File: config.mk
export PLATFORM = sky130hd
export DESIGN_NAME = hazard_sb_unit
export DESIGN_NICKNAME = d
export VERILOG_FILES = /design/src/rtl/hazard_sb_unit_pkg.sv /design/src/rtl/hazard_fwd_mux.sv /design/src/rtl/hazard_sb_unit.sv
export SDC_FILE = /design/constraint.sdc
export NUM_CORES = 1
export LEC_CHECK = 0
export BUFFER_PORTS_ARGS = -buffer_cell sky130_fd_sc_hd__buf_2
export CAP_MARGIN = 20
export CORE_MARGIN = 2
export CORE_UTILIZATION = 64
export CTS_BUF_LIST = sky130_fd_sc_hd__clkbuf_4 sky130_fd_sc_hd__clkbuf_8 sky130_fd_sc_hd__clkbuf_16
export DETAILED_ROUTE_END_ITERATION = 8
export PLACE_DENSITY = 0.95
export SETUP_SLACK_MARGIN = 0.02
export SLEW_MARGIN = 20
export SYNTH_ARGS = -nofsm -noshare
export SYNTH_HDL_FRONTEND = slang
export SYNTH_SLANG_ARGS = --single-unit
File: constraint.sdc
create_clock -name clk_i -period 9 [get_ports clk_i]
set_clock_uncertainty 0.2 [all_clocks]
set_input_delay 1.35 -clock clk_i [delete_from_list [all_inputs] [get_ports clk_i]]
set_output_delay 1.35 -clock clk_i [all_outputs]
set_load 0.05 [all_outputs]
File: src/rtl/hazard_sb_unit_pkg.sv
// ---------------------------------------------------------------------------
// hazard_sb_unit_pkg
// Shared encodings for the scoreboard hazard/forwarding controller.
//   fwd_sel_e   : EX-stage operand source select (register file, MEM/WB, EX/MEM)
//   PC_SEL_*    : PC source encodings used by the fetch mux
// ---------------------------------------------------------------------------
package hazard_sb_unit_pkg;

    typedef enum logic [1:0] {
        FWD_NONE = 2'b00,   // operand from register file
        FWD_WB   = 2'b01,   // operand from MEM/WB result
        FWD_MEM  = 2'b10    // operand from EX/MEM result
    } fwd_sel_e;

    localparam logic [1:0] PC_SEL_SEQ    = 2'b00;  // sequential fetch
    localparam logic [1:0] PC_SEL_BRANCH = 2'b01;  // taken branch target
    localparam logic [1:0] PC_SEL_JUMP   = 2'b10;  // jump / jalr target
    localparam logic [1:0] PC_SEL_TRAP   = 2'b11;  // trap vector

endpackage : hazard_sb_unit_pkg

File: src/rtl/hazard_fwd_mux.sv
// ---------------------------------------------------------------------------
// hazard_fwd_mux
// Forwarding compare for one EX operand. The youngest producer (EX/MEM)
// wins over MEM/WB; x0 is never forwarded.
// Ports:
//   ex_rs_addr              : EX operand source register
//   mem_rd_addr/mem_reg_write : producer in EX/MEM
//   wb_rd_addr/wb_reg_write   : producer in MEM/WB
//   fwd_sel                 : selected operand source
// ---------------------------------------------------------------------------
module hazard_fwd_mux
    import hazard_sb_unit_pkg::*;
#(
    parameter int REG_AW = 5
) (
    input  logic [REG_AW-1:0] ex_rs_addr,
    input  logic [REG_AW-1:0] mem_rd_addr,
    input  logic              mem_reg_write,
    input  logic [REG_AW-1:0] wb_rd_addr,
    input  logic              wb_reg_write,
    output fwd_sel_e          fwd_sel
);

    logic mem_hit;
    logic wb_hit;

    assign mem_hit = mem_reg_write && (mem_rd_addr != '0) && (mem_rd_addr == ex_rs_addr);
    assign wb_hit  = wb_reg_write  && (wb_rd_addr  != '0) && (wb_rd_addr  == ex_rs_addr);

    // NOTE: every output of an always_comb gets a default first, so no path
    // through the block leaves it unassigned and no latch is inferred.
    always_comb begin
        fwd_sel = FWD_NONE;
        if (mem_hit) begin
            fwd_sel = FWD_MEM;
        end else if (wb_hit) begin
            fwd_sel = FWD_WB;
        end
    end

endmodule : hazard_fwd_mux

File: src/rtl/hazard_sb_unit.sv
// ---------------------------------------------------------------------------
// hazard_sb_unit
// Scoreboard-based hazard and forwarding controller for the 5-stage core.
// Each architectural register carries a countdown of cycles until its
// pending result can be consumed from ID; loads, ALU and multi-cycle ops
// all use the same mechanism.
// Ports:
//   clk_i, rst_n_i            : clock (rising edge), async active-low reset
//   id_*                      : instruction currently in ID
//   mc_busy_i                 : multi-cycle unit occupied
//   ex_rs1/2_addr_i           : EX operand sources (forwarding)
//   mem_*/wb_*                : producers in EX/MEM and MEM/WB
//   redirect_i, redirect_pc_sel_i : taken branch/jump resolved in MEM
//   pc_stall_o, if_id_stall_o, if_id_flush_o, id_ex_flush_o : pipeline control
//   forward_a/b_select_o      : EX operand source selects
//   pc_sel_final_o            : PC source for the fetch mux
//   sb_busy_o                 : per-register pending-result flags
//   stall_cnt_o, flush_cnt_o  : saturating performance counters
// ---------------------------------------------------------------------------
module hazard_sb_unit
    import hazard_sb_unit_pkg::*;
#(
    parameter int NUM_REGS = 32,
    parameter int REG_AW   = 5,
    parameter int MAX_LAT  = 7,
    parameter int LAT_W    = $clog2(MAX_LAT + 1),
    parameter int CNT_W    = 32
) (
    input  logic                clk_i,
    input  logic                rst_n_i,
    input  logic                id_valid_i,
    input  logic [REG_AW-1:0]   id_rs1_addr_i,
    input  logic [REG_AW-1:0]   id_rs2_addr_i,
    input  logic                id_rs1_used_i,
    input  logic                id_rs2_used_i,
    input  logic [REG_AW-1:0]   id_rd_addr_i,
    input  logic                id_reg_write_i,
    input  logic [LAT_W-1:0]    id_lat_i,
    input  logic                id_is_mc_i,
    input  logic                mc_busy_i,
    input  logic [REG_AW-1:0]   ex_rs1_addr_i,
    input  logic [REG_AW-1:0]   ex_rs2_addr_i,
    input  logic [REG_AW-1:0]   mem_rd_addr_i,
    input  logic                mem_reg_write_i,
    input  logic [REG_AW-1:0]   wb_rd_addr_i,
    input  logic                wb_reg_write_i,
    input  logic                redirect_i,
    input  logic [1:0]          redirect_pc_sel_i,
    output logic                pc_stall_o,
    output logic                if_id_stall_o,
    output logic                if_id_flush_o,
    output logic                id_ex_flush_o,
    output logic [1:0]          forward_a_select_o,
    output logic [1:0]          forward_b_select_o,
    output logic [1:0]          pc_sel_final_o,
    output logic [NUM_REGS-1:0] sb_busy_o,
    output logic [CNT_W-1:0]    stall_cnt_o,
    output logic [CNT_W-1:0]    flush_cnt_o
);

    // Compared one bit wider so the clamp stays meaningful when MAX_LAT
    // already fills the latency field.
    localparam logic [LAT_W:0] MAX_LAT_EXT = (LAT_W + 1)'(MAX_LAT);

    logic [LAT_W-1:0]  busy_cnt [NUM_REGS];
    logic [REG_AW-1:0] last_rd;
    logic              last_wr;

    logic [LAT_W-1:0]  lat_eff;
    logic              rd_valid;
    logic              raw_rs1;
    logic              raw_rs2;
    logic              waw;
    logic              structural;
    logic              stall;
    logic              issue;
    fwd_sel_e          fwd_a;
    fwd_sel_e          fwd_b;

    // ---------------------------------------------------------------------
    // Hazard detection
    // ---------------------------------------------------------------------
    assign lat_eff    = ({1'b0, id_lat_i} > MAX_LAT_EXT) ? MAX_LAT_EXT[LAT_W-1:0] : id_lat_i;
    assign rd_valid   = id_reg_write_i && (id_rd_addr_i != '0);

    assign raw_rs1    = id_rs1_used_i && (id_rs1_addr_i != '0) && (busy_cnt[id_rs1_addr_i] != '0);
    assign raw_rs2    = id_rs2_used_i && (id_rs2_addr_i != '0) && (busy_cnt[id_rs2_addr_i] != '0);
    // A younger writer must not finish before an older one still in flight.
    assign waw        = rd_valid && (busy_cnt[id_rd_addr_i] > lat_eff);
    assign structural = id_is_mc_i && mc_busy_i;

    assign stall = id_valid_i && (raw_rs1 || raw_rs2 || waw || structural);
    assign issue = id_valid_i && !stall && !redirect_i;

    // ---------------------------------------------------------------------
    // Scoreboard: load on issue > squash on redirect > decrement
    // ---------------------------------------------------------------------
    // NOTE: the count array is reset explicitly because its contents drive
    // stalls combinationally; stale counts after reset would freeze the pipe.
    always_ff @(posedge clk_i or negedge rst_n_i) begin
        if (!rst_n_i) begin
            for (int r = 0; r < NUM_REGS; r++) begin
                busy_cnt[r] <= '0;
            end
        end else begin
            // Entry 0 is skipped so x0 never reports a pending result.
            for (int r = 1; r < NUM_REGS; r++) begin
                if (issue && rd_valid && (id_rd_addr_i == REG_AW'(r))) begin
                    busy_cnt[r] <= lat_eff;
                end else if (redirect_i && last_wr && (last_rd == REG_AW'(r))) begin
                    busy_cnt[r] <= '0;
                end else if (busy_cnt[r] != '0) begin
                    busy_cnt[r] <= busy_cnt[r] - LAT_W'(1);
                end
            end
        end
    end

    // Remembers the instruction that just entered EX so a redirect in the
    // following cycle can cancel its scoreboard entry.
    // NOTE: state is updated with non-blocking assignments so every flop
    // samples the pre-edge values regardless of statement order.
    always_ff @(posedge clk_i or negedge rst_n_i) begin
        if (!rst_n_i) begin
            last_rd <= '0;
            last_wr <= 1'b0;
        end else if (issue) begin
            last_rd <= id_rd_addr_i;
            last_wr <= rd_valid;
        end else begin
            last_rd <= '0;
            last_wr <= 1'b0;
        end
    end

    always_comb begin
        sb_busy_o = '0;
        for (int r = 0; r < NUM_REGS; r++) begin
            sb_busy_o[r] = (busy_cnt[r] != '0);
        end
    end

    // ---------------------------------------------------------------------
    // Saturating performance counters
    // ---------------------------------------------------------------------
    always_ff @(posedge clk_i or negedge rst_n_i) begin
        if (!rst_n_i) begin
            stall_cnt_o <= '0;
            flush_cnt_o <= '0;
        end else begin
            if (stall && !redirect_i && (stall_cnt_o != '1)) begin
                stall_cnt_o <= stall_cnt_o + CNT_W'(1);
            end
            if (redirect_i && (flush_cnt_o != '1)) begin
                flush_cnt_o <= flush_cnt_o + CNT_W'(1);
            end
        end
    end

    // ---------------------------------------------------------------------
    // Pipeline control: a redirect flushes the stalled instruction anyway,
    // so it overrides the stall on PC and IF/ID.
    // ---------------------------------------------------------------------
    assign pc_stall_o     = stall && !redirect_i;
    assign if_id_stall_o  = stall && !redirect_i;
    assign if_id_flush_o  = redirect_i;
    assign id_ex_flush_o  = stall || redirect_i;
    assign pc_sel_final_o = redirect_i ? redirect_pc_sel_i : PC_SEL_SEQ;

    // ---------------------------------------------------------------------
    // EX forwarding
    // ---------------------------------------------------------------------
    hazard_fwd_mux #(.REG_AW(REG_AW)) u_fwd_a (
        .ex_rs_addr    (ex_rs1_addr_i),
        .mem_rd_addr   (mem_rd_addr_i),
        .mem_reg_write (mem_reg_write_i),
        .wb_rd_addr    (wb_rd_addr_i),
        .wb_reg_write  (wb_reg_write_i),
        .fwd_sel       (fwd_a)
    );

    hazard_fwd_mux #(.REG_AW(REG_AW)) u_fwd_b (
        .ex_rs_addr    (ex_rs2_addr_i),
        .mem_rd_addr   (mem_rd_addr_i),
        .mem_reg_write (mem_reg_write_i),
        .wb_rd_addr    (wb_rd_addr_i),
        .wb_reg_write  (wb_reg_write_i),
        .fwd_sel       (fwd_b)
    );

    assign forward_a_select_o = fwd_a;
    assign forward_b_select_o = fwd_b;

endmodule : hazard_sb_unit

======== Yosys cells after proc, flatten, opt, wreduce, memory -nomap -nowiden ========
Index checks and enable logic that the tools add are counted.
word-level totals
  bits of input ports ..................... 51
  logic and storage cells ................. 411
  bits in registers ....................... 163
  output and inout bits ................... 106
cells by class
  $add $sub $neg .......................... 33
  order comparisons ....................... 4
  bitwise gates (word level) .............. 3
  equal/unequal tests ..................... 68
  mux-type cells .......................... 109
  reductions and logical operators ........ 159
operators by type and width
  operator                 count
  $mux W3                  99
  $reduce_bool A3 Y1       65
  $eq A5 B5 Y1 const B     32
  $sub A3 B1 Y3 const B    31
  $logic_and A1 B1 Y1      83
  $eq A5 B4 Y1 const B     16
  $add A32 B1 Y32 const B  2
  $ne A32 B32 Y1 const B   2
  $bmux W3 S5              3
  $eq A5 B3 Y1 const B     8
  $reduce_bool A5 Y1       5
  $eq A5 B2 Y1 const B     4
  $eq A5 B5 Y1             4
  $ge A6 B6 Y1 const B     3
  $not A5 Y6               3
  $eq A5 B1 Y1 const B     2
  $mux W2                  3
  $mux W5                  1
  $logic_or A1 B1 Y1       4
  $gt A3 B3 Y1             1
  $mux W1                  3
  $logic_not A1 Y1         2

======== Depth between registers and ports, before layout ========
Gate-level depths: netlist of run 1.
  depth after elaboration ................. 16
  mapped depth ............................ 21
  depth with buffers taken out ............ 16

======== Cells and area by module ========
A second synthesis of run 1 with hierarchy kept.
second synthesis, totals
  cell total of the unflattened synthesis .. 1305
  area total of the unflattened synthesis .. 11979.0 um^2
modules (own cells, without submodules)
  module          instances  area each (um^2)  sequential area each (um^2)  cells an instance
  hazard_sb_unit  1          11661.2           4078.9                       1263
  hazard_fwd_mux  2          158.9             0.0                          21

======== Worst setup path before layout of run 1 ========
No wires, ideal clock.
  path kind ............................... input to output
  from .................................... input id_rd_addr_i[0]
  to ...................................... output pc_stall_o
  arrival time ............................ 5300 ps
  required time ........................... 7450 ps
  stages on the path ...................... 15
  slack ................................... 2150 ps
  path buffers ............................ 4
  path through ............................ clkbuf_1 > buf_1 > mux4_2 > mux4_2 > nor2_1 > nor2_1 > ha_1 > nor2b_1 > o21ai_1 > nand2b_1 > a32o_1 > a31oi_4 > a21oi_1 > clkbuf_1 > buf_4
between the ends
  cells in the longest elaborated chain, start to end .. 10
  elaborated cells between the ends (all ways) .. 12
  those cells by class .................... 1 x order compare; 3 x mux; 1 x bitwise; 7 x reduce/logical
ends and longest elaborated chain
  item                                         RTL line              source
  from (decl)                                  hazard_sb_unit.sv:36  input logic [REG_AW-1:0] id_rd_addr_i,
  $not A5 Y6 (not written as such)             hazard_sb_unit.sv:89  assign waw = rd_valid && (busy_cnt[id_rd_addr_i] > lat_eff);
  $bmux W3 S5                                  hazard_sb_unit.sv:89
  $mux W3 (not written as such) (2 in series)  hazard_sb_unit.sv:89
  $gt A3 B3 Y1                                 hazard_sb_unit.sv:89
  $logic_and A1 B1 Y1 *                        hazard_sb_unit.sv:89
  $logic_or A1 B1 Y1 * (2 in series)           hazard_sb_unit.sv:92  assign stall = id_valid_i && (raw_rs1 || raw_rs2 || waw || structural);
  $logic_and A1 B1 Y1 *                        hazard_sb_unit.sv:92
  $logic_and A1 B1 Y1 *                        n/a
  to (decl)                                    hazard_sb_unit.sv:49  output logic pc_stall_o,
Mark *: on every way between the ends. The rest lies on a longest branch, timed or not. The select of a mux whose other input is x is not followed.

======== Worst setup path after layout of run 1 ========
  from .................................... input id_rd_addr_i[0]
  to ...................................... output id_ex_flush_o
between the ends
  cells in the longest elaborated chain, start to end .. 10
  elaborated cells between the ends (all ways) .. 12
  those cells by class .................... 1 x order compare; 3 x mux; 1 x bitwise; 7 x reduce/logical
ends and longest elaborated chain
  item                                         RTL line               source
  $not A5 Y6 (not written as such)             hazard_sb_unit.sv:89
  $bmux W3 S5                                  hazard_sb_unit.sv:89
  $mux W3 (not written as such) (2 in series)  hazard_sb_unit.sv:89
  $gt A3 B3 Y1                                 hazard_sb_unit.sv:89
  $logic_and A1 B1 Y1 *                        hazard_sb_unit.sv:89
  $logic_or A1 B1 Y1 * (2 in series)           hazard_sb_unit.sv:92
  $logic_and A1 B1 Y1 *                        hazard_sb_unit.sv:92
  $logic_or A1 B1 Y1 *                         hazard_sb_unit.sv:167  assign id_ex_flush_o = stall || redirect_i;
  to (decl)                                    hazard_sb_unit.sv:52   output logic id_ex_flush_o,
Marks and branches as above.

==> results of run 1 <==
==> Yosys cell counts (5+ instances only) <==
| cell type | count |
|---|---|
| o221ai_1 | 5 |
| buf_4 | 7 |
| inv_1 | 129 |
| nand4_1 | 18 |
| mux4_2 | 25 |
| a31oi_1 | 6 |
| mux2_1 | 33 |
| buf_1 | 9 |
| mux2i_1 | 57 |
| buf_2 | 7 |
| or4_4 | 7 |
| nor4_4 | 10 |
| and2_1 | 8 |
| ha_1 | 67 |
| nor4_1 | 26 |
| a2111oi_0 | 8 |
| o21ai_0 | 107 |
| a21oi_1 | 18 |
| and3_1 | 33 |
| or3_1 | 5 |
| nor3_2 | 5 |
| mux2_4 | 8 |
| nand3_1 | 52 |
| xor2_1 | 48 |
| or4_1 | 11 |
| nand2b_1 | 10 |
| clkbuf_1 | 35 |
| nor2_1 | 114 |
| dfrtp_1 | 163 |
| xnor2_1 | 62 |
| nor2b_1 | 7 |
| nand2_1 | 105 |
| nor3_1 | 29 |
==> layout make-up <==
cell class / instances / share of cell area (%)
diodes: 1 / 0.0187
clock buffers: 19 / 3.38
clock inverters: 13 / 1.37
inverters: 131 / 3.67
multi-input cells: 948 / 52.9
flip-flops and latches: 163 / 30.4
well taps: 229 / 2.14
repair buffers: 160 / 6.11
==> flip-flops by register name, summed over array words and instances, names as in the netlist <==
signal / count
last_wr: 1
last_rd: 5
busy_cnt: 93
flush_cnt_o: 32
stall_cnt_o: 32
==> worst paths after layout <==
path / from / to / slack (ns) / cells after the start
hold / removal: stall_cnt_o[30] / stall_cnt_o[30] / 0.29 / 1
setup reg to reg: busy_cnt[37] / busy_cnt[30] / 4.51 / 14
min in group asynchronous: rst_n_i / busy_cnt[43] / 0.77 / 1
max in group asynchronous: rst_n_i / stall_cnt_o[8] / 6.33 / 2
hold reg to reg: stall_cnt_o[30] / stall_cnt_o[30] / 0.29 / 1
setup / recovery: id_rd_addr_i[0] / id_ex_flush_o / 2.16 / 16
==> through the flow <==
stage          utilization (%)  area, um^2  setup slack [ns]
2_1_floorplan                -       11900              2.15
5_1_grt                   73.9       13400              1.98
3_5_place_dp              70.3       12800              2.30
3_3_place_gp              70.3       12800              2.40
4_1_cts                   73.9       13400              2.26
6_report                  73.9       13400              2.16
==> metal layers <==
layer / GRT usage, % / vias to the layer above / wire (um)
met5: 0 / - / 0
li1: - / 4830 / -
met3: 8.79 / 148 / 3410
met4: 17.0 / 0 / 1630
met1: 42.6 / 5101 / 13000
met2: 57.9 / 628 / 16100
==> power groups by stage <==
stage                     Sequential [mW]  Clock (mW)  Combinational [mW]
after floorplan                      1.33           0                1.56
after CTS                            1.36       0.796                2.13
final                                1.38       0.792                2.14
after global placement               1.36           0                1.95
after detailed placement             1.37           0                2.08
after global routing                 1.40       0.832                2.36
==> cell families (layout without fill, tap and decap cells) <==
family          Yosys count  in the layout  synth area share, %
buf+inv                 190            323                 6.34
xor+xnor                110            110                 8.08
simple gates            463            463                 21.2
flops                   163            163                 34.2
other cells               1              2               0.0315
mux                     126            126                 13.9
compound gates          181            181                 9.17
fa+ha+maj                67             67                 7.03
==> critical path: cells and delay by family <==
family,cells,cell delay (ns)
and+or+nand+nor,7,0.74
buffers and inverters,3,1.38
AOI/OAI and AO/OA,3,0.33
muxes,2,1.12
adders and majority gates,1,0.29
==> results.json, run 1 <==
{
  "switching_power_mw": 1.98,
  "p_per_area_nw_per_um2": 322,
  "initialDrtViolationCount": 898,
  "final_common_cell": "dfrtp_1",
  "fmax_mhz": 146,
  "dp_hpwl_um": 23700,
  "num_io_pins": 157,
  "grtUsageTotal_pct": 34.8,
  "power_frac_clock_pct": 18.4,
  "ys_seq_area_share_pct": 34.2,
  "clockBufferDepth": 2,
  "multi_input_area_um2": 7090,
  "cp-start-kind": "input pin",
  "synthFlopType": "dfrtp_1",
  "synth.distinct_cells": 67,
  "synth_seq_cells": 163,
  "grt_pass1_wl_um": 54200,
  "comb_power_share_pct": 49.5,
  "most-common-layout-cells": "163 x dfrtp_1, 154 x buf_2, 129 x inv_1",
  "internal_power_mw": 2.33,
  "cts_buffers": 17,
  "finalSetupViolations": 0,
  "p_sw_share_pct": 46.0,
  "syn_avg_cell_area_um2": 9.16,
  "period_minus_slack_ns": 6.84,
  "syn_area_um2": 11900,
  "place_congestion": 1.01,
  "crit_type": "input pin to output pin",
  "cts_root_buf": "clkbuf_16",
  "grt_start_max_net_pins": 87,
  "whs_ns": 0.286,
  "cts_resized": 0,
  "row_count": 49,
  "grt_pass1_vias": 10600,
  "cp_slowest_cell": "buf_2",
  "postRouteAntennaNets": 0,
  "critPathCaptureType": "output pin",
  "max-vdd-ir-drop_uv": 286,
  "grt_overflow": 0,
  "fin_cells": 1664,
  "async_reset_ff_share_pct": 100,
  "clk_latency_ns": 0.44,
  "regArea_um2": 4080,
  "yosysWarnings": 3,
  "clkSinkCount": 163,
  "arrival_ns": 5.29,
  "die_area_um2": 19700,
  "power.total_mw": 4.31,
  "status": "complete, no violations",
  "viasPerCell": 6.43,
  "antenna_found_initial": 1,
  "relSlewSlack_pct": 22.5,
  "drv_slew": 0,
  "core_um2": 18100,
  "synth_top_cell_by_area": "dfrtp_1",
  "area_growth_pct": 12.5,
  "worstMarginPinSlew_ns": 1.16,
  "min_path_type": "register to register",
  "rsz0062_at_grt": "no",
  "numPortBuffers": 155,
  "period_share_pct": 76.0,
  "path_clk_slew_ns": 0.07,
  "max_cap_viol_count": 0,
  "wirelength_um": 34100,
  "cts_hold_buf": 0,
  "die_w_um": 140,
  "cts_tree": "yes",
  "p_seq_share_pct": 32.1,
  "finalHoldViolCount": 0,
  "via_count": 10700,
  "crit_fanout": 34,
  "synth_nets": 1419,
  "p_leak_nw": 6.26,
  "path_cells": "buf_2 -> mux4_2 -> mux4_2 -> nor2_1 -> nor2_1 -> ha_1 -> nor2b_1 -> o21ai_1 -> nand2b_1 -> a32o_1 -> a31oi_4 -> nand2_2 -> buf_4 -> nand2_1 -> nand2_1 -> buf_2",
  "critPathMaxStageDelay_ns": 0.63,
  "synth_top_area_share_pct": 34.2,
  "tns_ns": 0,
  "fillCellCount": 1299,
  "wl_per_cell_um": 20.5,
  "die_h_um": 140,
  "netlist_instances": 1301,
  "firstDrtPassIters": 5,
  "initial_core_util_pct": 65.7,
  "htree_levels": 4,
  "remaining_drc_errors": 0,
  "drive_gt1_share_pct": 18.3,
  "cp.required_ns": 7.45,
  "synth-edff-count": 0,
  "postCtsSetupBuffers": 0,
  "final_nets": 1539,
  "synth_area_leaders": "dfrtp_1 34%, ha_1 7.0%, mux2i_1 4.8%",
  "dp_cells": 1631
}
Note: power is estimated with default switching activity, not from simulation.
==> run 2: changes to the inputs <==
- CORE_UTILIZATION: 64 -> 54
- PLACE_DENSITY: 0.95 -> 0.86
- clock period: 9 -> 5.7 ns (I/O delays scaled with it)
==> run 2 against run 1 <==
  * Register-to-register slack got worse by 3.2 ns
  * Cell area increased by 0.28%
  * Clock-buffer cell count increased by 1
  * Global-route usage decreased by 5.9 points
  * Flip-flop and latch count unchanged
  * Sequential share of layout area decreased by 0.085 points
  * Critical path type unchanged
  * Critical endpoint unchanged
==> results.json, run 2 (synthesis results as in run 1) <==
{
  "status": "complete, no violations",
  "largest_reg_flops": 93,
  "cts_resized": 0,
  "r2r-end": "busy_cnt[21]",
  "min_path_type": "register to register",
  "critPathMaxStageDelay_ns": 0.59,
  "die_h_um": 153,
  "num_io_pins": 157,
  "pre_cts_slack_ns": 0.314,
  "wl_per_cell_um": 19.7,
  "r2r_cells": 14,
  "postRouteAntennaNets": 0,
  "p_sw_share_pct": 46.2,
  "die_area_um2": 23300,
  "worstHoldStart": "stall_cnt_o[30]",
  "cp-start-kind": "input pin",
  "reg.largest.list": "busy_cnt (93), flush_cnt_o (32), stall_cnt_o (32)",
  "use_met3_pct": 6.66,
  "final_nets": 1544,
  "max-vdd-ir-drop_uv": 358,
  "cts_tree": "yes",
  "postCtsSetupBuffers": 0,
  "whs_path_depth": 1,
  "via_count": 10600,
  "numPortBuffers": 155,
  "htree_levels": 4,
  "fmax_mhz": 191,
  "most-common-layout-cells": "163 x dfrtp_1, 154 x buf_2, 129 x inv_1",
  "period_share_pct": 92.1,
  "p_leak_nw": 6.25,
  "finalSetupViolations": 0,
  "top_register": "busy_cnt",
  "final_common_cell": "dfrtp_1",
  "antenna_found_initial": 0,
  "grt_pass1_vias": 10300,
  "grt_start_max_net_pins": 117,
  "p_per_area_nw_per_um2": 494,
  "drive_gt1_share_pct": 18.6,
  "p_seq_share_pct": 32.8,
  "clk_latency_ns": 0.43,
  "power_frac_clock_pct": 17.0,
  "crit_fanout": 21,
  "period_minus_slack_ns": 5.25,
  "whs_endpoint": "stall_cnt_o[30]",
  "switching_power_mw": 3.06,
  "max_cap_viol_count": 0,
  "cts_root_buf": "clkbuf_16",
  "row_count": 54,
  "critPathCaptureType": "output pin",
  "worstMarginPinSlew_ns": 1.14,
  "finalHoldViolCount": 0,
  "clockBufferDepth": 2,
  "rsz0062_at_grt": "no",
  "remaining_drc_errors": 0,
  "top_usage_layer": "met2",
  "drv_slew": 0,
  "initialDrtViolationCount": 760,
  "path_clk_slew_ns": 0.07,
  "power.total_mw": 6.64,
  "path_cells": "buf_2 -> mux4_2 -> mux4_2 -> nor2_1 -> nor2_1 -> ha_1 -> nor2b_1 -> o21ai_1 -> nand2b_1 -> a32o_1 -> a31oi_4 -> nand2_2 -> nand2_1 -> nand2_1 -> buf_2",
  "crit_type": "input pin to output pin",
  "worstReg2RegStart": "busy_cnt[40]",
  "wirelength_um": 33900,
  "grt_pass1_wl_um": 54500,
  "initial_core_util_pct": 54.8,
  "met1_usage_pct": 37.3,
  "comb_power_share_pct": 50.2,
  "cts_hold_buf": 0,
  "arrival_ns": 4.19,
  "area_growth_pct": 12.8,
  "setup_ws_ns": 0.452,
  "grt_util_met2_pct": 47.4,
  "r2r_slack_ns": 1.30,
  "cp.required_ns": 4.64,
  "firstDrtPassIters": 6,
  "die_w_um": 153,
  "tns_ns": 0,
  "dp_hpwl_um": 24600,
  "core_um2": 21800,
  "cts_buffers": 17,
  "cp_num_buf_inv": 2,
  "clkSinkCount": 163,
  "place_congestion": 1.01,
  "internal_power_mw": 3.57,
  "grtUsageTotal_pct": 28.9,
  "path_delay_family": "multiplexers",
  "diodes": 0,
  "fillCellCount": 1812,
  "grt_overflow": 0,
  "relSlewSlack_pct": 23.7,
  "cp_slowest_cell": "mux4_2",
  "viasPerCell": 6.19
}
[run 2: worst max path at each step]
stage,startpoint,end,slack (ns),depth (start not counted)
detailed placement,id_rd_addr_i[0],busy_cnt[21],0.31,15
global placement,id_rd_addr_i[0],busy_cnt[21],0.40,15
CTS,id_rd_addr_i[0],id_ex_flush_o,0.47,15
global route,id_rd_addr_i[0],id_ex_flush_o,0.28,17
floorplan,id_rd_addr_i[0],id_ex_flush_o,0.05,17
finish,id_rd_addr_i[0],id_ex_flush_o,0.45,15
[run 2: power by group through the flow]
stage | sequential, mW | combinational, mW | clock, mW
2_1_floorplan | 2.10 | 2.46 | 0
3_3_place_gp | 2.15 | 3.14 | 0
3_5_place_dp | 2.17 | 3.30 | 0
4_1_cts | 2.15 | 3.33 | 1.15
5_1_grt | 2.22 | 3.73 | 1.20
6_report | 2.17 | 3.33 | 1.13
[run 2: area by class of cell]
class / count / area, um^2 / area share, %
repair buffers: 165 / 860 / 6.39
inverters: 131 / 492 / 3.66
clock inverters: 12 / 125 / 0.931
well taps: 280 / 350 / 2.61
clock buffers: 20 / 448 / 3.33
flip-flops and latches: 163 / 4080 / 30.3
multi-input cells: 948 / 7090 / 52.7
[run 2: routing by layer]
layer  vias up  wire length, um
met5         -                0
met1      5123            13400
met4         0             1140
met3        97             3270
li1       4823                -
met2       603            16100
[run 2: through the flow]
| step | hold slack, ns | util (%) | instance area (um^2) | std cells |
|---|---|---|---|---|
| final | 0.290 | 61.8 | 13400 | 1719 |
| after global routing | 0.310 | 61.8 | 13400 | 1719 |
| after CTS | 0.293 | 61.8 | 13400 | 1719 |
| after detailed placement | 0.281 | 59.1 | 12900 | 1687 |
| after global placement | 0.276 | 59.1 | 12900 | 1687 |
| after floorplan | 0.359 | - | 11900 | 1301 |
==> run 3: changes to the inputs <==
- SKIP_LAST_GASP: unset -> 1
- SYNTH_HIERARCHICAL: unset -> 1
==> run 3 against run 2 <==
  * Cell count shrank 0.12%
  * Utilization shrank 0.11 points
  * First-iteration DRC count grew 29%
  * Cell area grew 0.13%
  * Clock-buffer cell count shrank 3
  * Sequential power grew 2%
==> results.json, run 3 <==
{
  "status": "complete, no violations",
  "cts_buffers": 17,
  "largest_reg_flops": 93,
  "critPathCaptureType": "output pin",
  "yosysWarnings": 12,
  "via_count": 10700,
  "num_io_pins": 157,
  "dp_cells": 1684,
  "synthFlopType": "dfrtp_1",
  "dp_hpwl_um": 24700,
  "ys_seq_area_share_pct": 34.1,
  "path_cells": "buf_2 -> mux4_2 -> mux4_2 -> inv_1 -> a21oi_1 -> ha_1 -> nor2b_1 -> o21ai_0 -> a211oi_1 -> a211o_1 -> o32ai_2 -> and2_2 -> nor2_4 -> buf_2",
  "grt_pass1_vias": 10500,
  "cp_num_buf_inv": 3,
  "synth_most_common_cell": "dfrtp_1",
  "cts_hold_buf": 0,
  "multi_input_area_um2": 7070,
  "max-vdd-ir-drop_uv": 452,
  "clkSinkCount": 163,
  "power.total_mw": 6.69,
  "finalSetupViolations": 0,
  "top_register": "busy_cnt",
  "synth_area_leaders": "dfrtp_1 34%, ha_1 7.0%, mux2i_1 6.2%",
  "row_count": 54,
  "period_share_pct": 96.0,
  "cts_root_buf": "clkbuf_16",
  "htree_levels": 4,
  "reg.largest.list": "busy_cnt (93), flush_cnt_o (32), stall_cnt_o (32)",
  "area_growth_pct": 12.4,
  "critPathMaxStageDelay_ns": 0.58,
  "finalHoldViolCount": 0,
  "cp.required_ns": 4.64,
  "arrival_ns": 4.42,
  "cts_resized": 0,
  "clockBufferDepth": 2,
  "path_clk_slew_ns": 0.07,
  "async_reset_ff_share_pct": 100,
  "initial_core_util_pct": 54.9,
  "synth-edff-count": 0,
  "synth_nets": 1423,
  "final_area_um2": 13500,
  "path_delay_family": "multiplexers",
  "postCtsSetupBuffers": 0,
  "die_w_um": 153,
  "rsz0062_at_grt": "no",
  "crit_fanout": 19,
  "setup_ws_ns": 0.227,
  "core_um2": 21800,
  "crit_type": "input pin to output pin",
  "initialDrtViolationCount": 983,
  "fmax_mhz": 183,
  "cp-start-kind": "input pin",
  "viasPerCell": 6.26,
  "fillCellCount": 1793,
  "synth_top_area_share_pct": 34.1,
  "die_h_um": 153,
  "period_minus_slack_ns": 5.47,
  "fin_cells": 1717,
  "relSlewSlack_pct": 23.6,
  "wl_per_cell_um": 20.1,
  "worstMarginPinSlew_ns": 1.14,
  "grt_pass1_wl_um": 55400,
  "wirelength_um": 34500,
  "drive_gt1_share_pct": 21.3,
  "cp_slowest_cell": "mux4_2",
  "max_cap_viol_count": 0,
  "postRouteAntennaNets": 0,
  "drv_slew": 0,
  "regArea_um2": 4080,
  "p_leak_nw": 6.72,
  "die_area_um2": 23400,
  "firstDrtPassIters": 6,
  "synth_top_cell_by_area": "dfrtp_1",
  "grt_overflow": 0,
  "min_path_type": "input pin to async pin",
  "syn_area_um2": 12000,
  "netlist_instances": 1305,
  "pre_cts_slack_ns": 0.299,
  "syn_avg_cell_area_um2": 9.18,
  "grt_start_max_net_pins": 61,
  "synth.distinct_cells": 71,
  "final_nets": 1541,
  "antenna_found_initial": 2,
  "place_congestion": 0.970,
  "synth_seq_cells": 163,
  "tns_ns": 0,
  "grtUsageTotal_pct": 29.4,
  "synth_common_cells": "163 x dfrtp_1, 130 x inv_1, 115 x o21ai_0",
  "cts_tree": "yes",
  "remaining_drc_errors": 0,
  "most-common-layout-cells": "163 x dfrtp_1, 154 x buf_2, 130 x inv_1",
  "placed_cell_area_um2": 12900,
  "p_per_area_nw_per_um2": 497,
  "clk_latency_ns": 0.44,
  "numPortBuffers": 155,
  "final_common_cell": "dfrtp_1"
}
-- run 3: per-stage QoR --
step,hold slack [ns],util [%]
floorplan,0.359,-
global placement,0.271,59.0
detailed placement,0.278,59.0
CTS,0.176,61.6
global route,0.205,61.7
finish,0.152,61.7
-- run 3: logic make-up after synthesis --
kind of cell	synth area share, %
other	0.0313
flip-flops	34.1
AND/OR/NAND/NOR	20.2
buffers and inverters	7.17
adder cells (fa/ha/maj)	7.00
AO/OA/AOI/OAI	9.43
multiplexers	14.2
XOR/XNOR	7.97
-- run 3: area by class of cell --
| type | count | share of cell area (%) |
|---|---|---|
| diodes | 1 | 0.0186 |
| clock buffers | 17 | 3.16 |
| clock inverters | 15 | 1.14 |
| inverters | 131 | 3.65 |
| multi-input cells | 942 | 52.5 |
| flip-flops and latches | 163 | 30.3 |
| well taps | 280 | 2.60 |
| repair buffers | 168 | 6.63 |
-- run 3: path summary, 6_finish.rpt --
| check | to | cells past startpoint | slack, ns | startpoint |
|---|---|---|---|---|
| max | if_id_stall_o | 14 | 0.23 | id_rd_addr_i[0] |
| min | busy_cnt[44] | 1 | 0.15 | rst_n_i |
| max reg2reg | busy_cnt[18] | 14 | 1.17 | busy_cnt[7] |
| min reg2reg | stall_cnt_o[9] | 1 | 0.29 | stall_cnt_o[9] |
| max in group asynchronous | busy_cnt[60] | 2 | 3.96 | rst_n_i |
| min in group clk_i | stall_cnt_o[9] | 1 | 0.29 | stall_cnt_o[9] |
-- run 3: power breakdown --
| group | switching, mW | internal [mW] | total, mW |
|---|---|---|---|
| sequential | 0.632 | 1.58 | 2.22 |
| combinational | 1.97 | 1.36 | 3.33 |
| clock | 0.566 | 0.586 | 1.15 |
| total | 3.17 | 3.52 | 6.69 |
-- run 3: layer usage --
layer | share of wire [%] | GRT usage, % | wire length, um | vias to the layer above
met5 | 0.032 | 0 | 11 | -
met2 | 46 | 47.8 | 16000 | 649
met1 | 40 | 38.1 | 13600 | 5143
li1 | - | - | - | 4824
met3 | 10 | 6.29 | 3450 | 131
met4 | 4.2 | 12.9 | 1440 | 2
